--- config.mk ---
export PLATFORM = sky130hd
export DESIGN_NAME = pixel_scheduler
export DESIGN_NICKNAME = d
export VERILOG_FILES = /design/src/rtl/pixel_scheduler.sv
export SDC_FILE = /design/constraint.sdc
export NUM_CORES = 1
export LEC_CHECK = 0
export CAP_MARGIN = 20
export CELL_PAD_IN_SITES_DETAIL_PLACEMENT = 0
export CELL_PAD_IN_SITES_GLOBAL_PLACEMENT = 2
export CORE_AREA = 2 2 120 133
export CTS_CLUSTER_SIZE = 40
export DETAILED_ROUTE_END_ITERATION = 10
export DIE_AREA = 0 0 122 135
export PLACE_DENSITY = 0.9
export SYNTH_ARGS = -nofsm -noshare
export SYNTH_HDL_FRONTEND = slang
export SYNTH_SLANG_ARGS = --single-unit
--- constraint.sdc ---
create_clock -name out_stream_aclk -period 3.5 [get_ports out_stream_aclk]
set_input_delay 0.7 -clock out_stream_aclk [delete_from_list [all_inputs] [get_ports out_stream_aclk]]
set_output_delay 0.7 -clock out_stream_aclk [all_outputs]
set_load 0.02 [all_outputs]
--- src/rtl/pixel_scheduler.sv ---
// pixel_scheduler: round-robin pixel dispatch to NUM_UNITS compute units with in-order AXI4-Stream retire.
// Build option: define PIXSCHED_CONTINUOUS_EN to stream frames back-to-back after a single start.
module pixel_scheduler #(
    parameter int X_SIZE    = 640,
    parameter int Y_SIZE    = 480,
    parameter int NUM_UNITS = 4,
    parameter int XW        = 10
) (
    input  logic                    out_stream_aclk,
    input  logic                    periph_resetn,
    input  logic                    start,
    output logic                    busy,
    output logic                    frame_done,
    output logic [NUM_UNITS-1:0]    unit_req_valid,
    input  logic [NUM_UNITS-1:0]    unit_req_ready,
    output logic [XW-1:0]           unit_req_x,
    output logic [XW-1:0]           unit_req_y,
    input  logic [NUM_UNITS-1:0]    unit_res_valid,
    output logic [NUM_UNITS-1:0]    unit_res_ready,
    input  logic [24*NUM_UNITS-1:0] unit_res_data,
    output logic [31:0]             out_stream_tdata,
    output logic                    out_stream_tvalid,
    input  logic                    out_stream_tready,
    output logic                    out_stream_tuser,
    output logic                    out_stream_tlast,
    output logic [3:0]              out_stream_tkeep
);
    localparam int PW = $clog2(NUM_UNITS);
    localparam logic [XW-1:0] X_LAST = XW'(X_SIZE - 1);
    localparam logic [XW-1:0] Y_LAST = XW'(Y_SIZE - 1);
    localparam logic [PW-1:0] P_LAST = PW'(NUM_UNITS - 1);

    typedef enum logic [1:0] {IDLE, RUN, DRAIN} state_t;

    state_t          state_q;
    logic            frame_done_q;
    logic [PW-1:0]   ip_q, ip_d, rp_q, rp_d;
    logic [XW-1:0]   ix_q, ix_d, iy_q, iy_d;
    logic [XW-1:0]   ox_q, ox_d, oy_q, oy_d;
    logic            go, issuing, active;
    logic            iss_hs, ret_hs, iss_last, ret_last;

    assign go       = (state_q == IDLE) && start;
    assign issuing  = (state_q == RUN);
    assign active   = (state_q != IDLE);
    assign iss_hs   = issuing && unit_req_ready[ip_q];
    assign ret_hs   = active && unit_res_valid[rp_q] && out_stream_tready;
    assign iss_last = iss_hs && (ix_q == X_LAST) && (iy_q == Y_LAST);
    assign ret_last = ret_hs && (ox_q == X_LAST) && (oy_q == Y_LAST);

    assign busy              = active;
    assign frame_done        = frame_done_q;
    assign unit_req_valid    = issuing ? (NUM_UNITS'(1) << ip_q) : '0;
    assign unit_req_x        = ix_q;
    assign unit_req_y        = iy_q;
    assign unit_res_ready    = (active && out_stream_tready) ? (NUM_UNITS'(1) << rp_q) : '0;
    assign out_stream_tvalid = active && unit_res_valid[rp_q];
    assign out_stream_tdata  = active ? {8'h00, unit_res_data[int'(rp_q)*24 +: 24]} : '0;
    assign out_stream_tuser  = active && (ox_q == '0) && (oy_q == '0);
    assign out_stream_tlast  = active && (ox_q == X_LAST);
    assign out_stream_tkeep  = 4'b1111;

    // Pointer and raster advance; a frame start rewinds everything because ip/rp end a frame mid-rotation
    always_comb begin
        ip_d = go ? '0 : iss_hs ? ((ip_q == P_LAST) ? '0 : ip_q + 1'b1) : ip_q;
        ix_d = go ? '0 : iss_hs ? ((ix_q == X_LAST) ? '0 : ix_q + 1'b1) : ix_q;
        iy_d = go ? '0 : (iss_hs && ix_q == X_LAST) ? ((iy_q == Y_LAST) ? '0 : iy_q + 1'b1) : iy_q;
        rp_d = go ? '0 : ret_hs ? ((rp_q == P_LAST) ? '0 : rp_q + 1'b1) : rp_q;
        ox_d = go ? '0 : ret_hs ? ((ox_q == X_LAST) ? '0 : ox_q + 1'b1) : ox_q;
        oy_d = go ? '0 : (ret_hs && ox_q == X_LAST) ? ((oy_q == Y_LAST) ? '0 : oy_q + 1'b1) : oy_q;
    end

    // Issue and retire position registers
    always_ff @(posedge out_stream_aclk or negedge periph_resetn) begin
        if (!periph_resetn) begin
            ip_q <= '0;
            ix_q <= '0;
            iy_q <= '0;
            rp_q <= '0;
            ox_q <= '0;
            oy_q <= '0;
        end else begin
            ip_q <= ip_d;
            ix_q <= ix_d;
            iy_q <= iy_d;
            rp_q <= rp_d;
            ox_q <= ox_d;
            oy_q <= oy_d;
        end
    end

    // Frame control: start, end of issue, end of retire, and the done pulse on the last retire
    always_ff @(posedge out_stream_aclk or negedge periph_resetn) begin
        if (!periph_resetn) begin
            state_q      <= IDLE;
            frame_done_q <= 1'b0;
        end else begin
            frame_done_q <= ret_last;
            case (state_q)
                IDLE:    if (start) state_q <= RUN;
`ifdef PIXSCHED_CONTINUOUS_EN
                RUN:     state_q <= RUN;
`else
                RUN:     if (iss_last) state_q <= DRAIN;
`endif
                DRAIN:   if (ret_last) state_q <= IDLE;
                default: state_q <= IDLE;
            endcase
        end
    end
endmodule

### Word level (Yosys, flattened, before mapping)

Index checks and enable logic that the tools add are counted.

| cells by class | value |
|---|---|
| add/sub/neg operators | 6 |
| multiply operators | 1 |
| $lt $le $gt $ge | 2 |
| equality and inequality tests | 11 |
| shifts and indexed selects | 3 |
| muxes and demuxes | 29 |
| reductions and logical operators | 21 |

Operators by type and width:

| operator | number |
|---|---|
| 2-to-1 mux 10 bit | 12 |
| variable part select 96 x 8 -> 24 bit | 1 |
| adder 10 x 1 -> 10 bit, second input constant | 4 |
| 2-to-1 mux 24 bit | 1 |
| == test 10 bit, second input constant | 2 |
| == test 10 x 9 -> 1 bit, second input constant | 2 |
| logical NOT 10 bit | 2 |
| 2-to-1 mux 2 bit | 9 |
| logical AND 1 bit | 12 |
| nonzero test 2 bit | 5 |
| 2-to-1 mux 4 bit | 2 |
| left shift 1 x 2 -> 4 bit, first input constant | 2 |
| == test 2 bit, second input constant | 3 |
| < comparator 2 x 3 -> 1 bit, second input constant | 2 |
| case mux 2 bit (3 select lines) | 1 |
| adder 2 x 1 -> 2 bit, second input constant | 2 |
| binary-select mux 1 bit (select 2 bit) | 2 |
| multiplier 2 x 2 -> 4 bit, second input constant | 1 |
| inequality test 2 bit, second input constant | 2 |
| AND reduction 3 bit | 1 |
| == test 2 x 1 -> 1 bit, second input constant | 1 |
| logical NOT 2 bit | 1 |
| 2-to-1 mux 1 bit | 2 |
| inequality test 2 x 1 -> 1 bit, second input constant | 1 |

| word-level totals | value |
|---|---|
| register bits after elaboration | 47 |
| input bits | 108 |

### Longest topological paths before layout

| depth | value |
|---|---|
| depth after elaboration | 8 |
| gate-level depth with buffers | 6 |
| gate-level depth less buffers | 5 |

### Least setup slack after synthesis

No wires, ideal clock.

| path | value |
|---|---|
| path kind | reg2out |
| start | register rp_q[0] |
| end | output port out_stream_tdata[10] |
| arrival time | 1.561 ns |
| data required time | 2.800 ns |
| path slack | 1.239 ns |
| cell stages (with the launch flop) | 5 |
| cell sequence | dfrtp_1 buf_6 buf_2 mux4_2 and2_1 |

| between the ends | value |
|---|---|
| word-level cells in the longest chain between the ends | 3 |

Ends and longest elaborated chain:

| what | line | text |
|---|---|---|
| from (decl) | 37 | `logic [PW-1:0] ip_q, ip_d, rp_q, rp_d;` |
| from (signal assigned) | 86 | `rp_q <= rp_d;` |
| multiplier 2 x 2 -> 4 bit | 58 | `assign out_stream_tdata = active ? {8'h00, unit_res_data[int'(rp_q)*24 +: 24]} : '0;` |
| variable part select 96 x 8 -> 24 bit | 58 |  |
| 2-to-1 mux 24 bit | 58 |  |
| to (decl) | 21 | `output logic [31:0] out_stream_tdata,` |

No other way between the ends.

### Worst setup path in the final report

| path | value |
|---|---|
| start | register rp_q[0] |
| end | output port out_stream_tdata[3] |

The elaborated chain is that of the path after synthesis.

==> reports/results.tsv <==
stage	metric	value	unit
worst_setup_path	path_class	reg -> out	
placement	hpwlAfterDp	10.57	mm
floorplanning	chipWidth	122	µm
worst_setup_path	path_cells	buf_4 -> mux4_1 -> and2_1 -> clkdlybuf4s50_1	
placement	gp_congestion	0.8713	
logic_synthesis	seq_area_frac_synth	30.55	%
global_route	grt_pass1_wl	20.94	mm
worst_setup_path	r2r_slack	1.02	ns
pwr	leakagePower	2.241	nW
logic_synthesis	postSynthAreaPerCell	9.625	µm²
detailed_routing	drt_wl_total	13.63	mm
sta	fin_ws	0.2977	ns
logic_synthesis	synthDistinctLibCells	66	
sta	drv_slew	0	
layout	area_growth	51.02	%
outcome	status	completed	
sta	slew_headroom	52.25	%
logic_synthesis	ys.flop_type	dfrtp_1	
clock_network	cts.sinks	47	
global_route	overflow	0	
clock_network	insertion_delay	0.29	ns
sta	fin_hold_ws	0.3565	ns
sta	finalSetupViolCount	0	
floorplanning	core_area	0.01500	mm²
worst_setup_path	reg2regPathDepth	5	
clock_network	hold_buffers	0	
logic_synthesis	synth_cells	400	
logic_synthesis	synth_edf_count	0	
layout	final_common_cell	clkdlybuf4s50_1	
detailed_routing	vias	3837	
layout	ff_latch_area	0.001177	mm²
sta	rsz0062_at_grt	no	
sta	fin_crit_sh	91.50	%
worst_setup_path	max_stage_delay	0.74	ns
worst_setup_path	critical_path.startpoint	rp_q[0]	
global_route	grt_pass1_vias	3883	
worst_setup_path	crit_slowest_cell	dfrtp_2	
pwr	power_density	543.3	mW/mm²
placement	port_buffers	164	
run	max_cap_viol_count	0	
logic_synthesis	synthArstFlopShare	100.0	%
worst_hold_path	worstHoldPathType	in -> async	
pwr	vdd_drop_max	0.4152	mV
global_route	antenna_found_initial	5	
placement	dp_slack	0.3645	ns
logic_synthesis	netlist_area	0.003850	mm²
sta	tns	0	ns
sta	fin_crit	3.202	ns
floorplanning	row_count	47	
sta	final-hold-violation-count	0	
sta	fin_skew	0.01317	ns
clock_network	clock_path_buffers	2	
worst_setup_path	startpoint_type	flop	
worst_setup_path	worstPathRequired	2.80	ns
sta	max_freq	312.3	MHz
detailed_routing	dr.pass1.iters	4	
clock_network	cts_root_buf	clkbuf_16	
global_route	grt_max_degree	29	
global_route	grt_usage	16.26	%
logic_synthesis	ys_warn_count	0	
floorplanning	dieArea	0.01647	mm²
floorplanning	start_util	25.67	%
detailed_routing	drt.antenna.violating_nets	0	
detailed_routing	drc	0	
layout	layout-drive-gt1-share	10.47	%
clock_network	cts.htree.levels	2	
detailed_routing	vias_per_cell	5.082	
floorplanning	die_h	135	µm
clock_network	cts_made_buffers	5	
detailed_routing	routedWlPerCell	18.05	µm
worst_setup_path	worstSetupEndpoint	out_stream_tdata[3]	
worst_setup_path	reg2reg_to	unit_req_y[8]	
clock_network	post-cts-setup-buffer-count	0	
layout	nFillCells	1497	
logic_synthesis	ys_ff_latch	47	
clock_network	cts_tree	done	
layout	final_nets	675	
layout	final_cell_mix	clkdlybuf4s50_1 (163), dfrtp_1 (46), nand2_1 (36), and2_1 (34), mux4_2 (20)	
floorplanning	num_io_pins	177	
worst_setup_path	cp_max_fo	22	
clock_network	ctsResizeCount	0	
worst_setup_path	end_kind	output pin	
worst_setup_path	worstPathArrival	2.50	ns
clock_network	clk_pin_slew	0.07	ns
sta	worstMarginPinSlew	0.7142	ns
worst_setup_path	r2r-start	unit_req_x[0]	
detailed_routing	drtIter0Drc	115	
pwr	finalPower	3.159	mW
layout	multi_input_area	0.002442	mm²
==> synthesized netlist by cell type (3+ instances only) <==
library cell / n / area (µm²)
buf_1: 4 / 15.01
o31ai_1: 3 / 22.52
buf_2: 7 / 35.03
a32o_1: 3 / 30.03
and2_1: 34 / 212.7
xor2_1: 3 / 26.28
a21oi_1: 18 / 90.09
nand4_1: 13 / 81.33
mux4_1: 5 / 131.4
a31oi_1: 5 / 31.28
a31o_2: 3 / 26.28
inv_1: 14 / 52.55
nor3_1: 12 / 60.06
nor4_1: 8 / 50.05
dfrtp_1: 47 / 1176
mux2i_1: 6 / 60.06
nand2_1: 36 / 135.1
and3_1: 5 / 31.28
or3_1: 6 / 37.54
buf_6: 3 / 33.78
or4_1: 6 / 45.04
nor2_1: 16 / 60.06
mux4_2: 20 / 450.4
buf_4: 12 / 90.09
clkbuf_1: 13 / 48.80
nand3_1: 17 / 85.08
ha_1: 14 / 175.2
o21ai_0: 12 / 60.06
nand2b_1: 3 / 18.77
a211oi_1: 3 / 22.52
and4_1: 5 / 43.79
==> final cells by class <==
class | instances | area share [%]
flip-flops and latches | 47 | 20.25
clock buffers | 6 | 2.389
repair buffers | 175 | 29.78
inverters | 14 | 0.9038
clock inverters | 2 | 0.2367
multi-input cells | 310 | 42.01
diodes | 5 | 0.2152
well taps | 196 | 4.218
==> worst max-delay path, delay by kind of cell (launching register included) <==
family	cells	cell delay [ns]
flops	1	0.74
mux	1	0.53
buf+inv	2	0.78
simple gates	1	0.17
==> registers in the layout (all words and copies together), names as in the netlist <==
signal,cells
oy_q,10
unit_req_x,10
ox_q,10
rp_q,2
frame_done,1
ip_q,2
unit_req_y,10
state_q,2
==> worst min-delay path by stage <==
stage,endpoint,cells after the start
detailed placement,unit_req_y[9],1
finish,unit_req_x[8],1
floorplan,frame_done,0
CTS,unit_req_x[6],1
global route,unit_req_x[6],1
global placement,unit_req_x[4],1
==> per-layer routing <==
layer	vias to the layer above	global-route usage, %	routed length (µm)
li1	1794	-	-
met1	1858	18.57	5298
met2	171	28.40	6825
met3	14	4.561	1241
met4	0	6.705	260
met5	-	0	0
==> logic make-up (layout without fill, tap and decap cells) <==
logic type,Yosys count,in the layout,share of synthesized area (%)
other,2,17,0.1951
adders and majority gates,14,14,4.550
muxes,33,33,17.26
AOI/OAI and AO/OA,69,69,12.64
DFF,47,47,30.55
buffers and inverters,53,197,7.150
xor gates and xnor gates,4,4,0.9101
and+or+nand+nor,178,178,26.75
==> where the power goes <==
group	switching (mW)	internal (mW)	total, mW	leakage [nW]
Sequential	0.190	0.625	0.815	0.628
Clock	0.221	0.286	0.507	0.0773
Combinational	0.842	0.995	1.84	1.54
==> through the flow <==
stage	instances	utilization, %	area, µm²
global placement	742	37.67	5649
floorplan	410	-	3887
global route	755	38.77	5814
finish	755	38.77	5814
detailed placement	742	37.67	5649
CTS	750	38.69	5802
No activity file was read; power rests on OpenSTA's default activity.
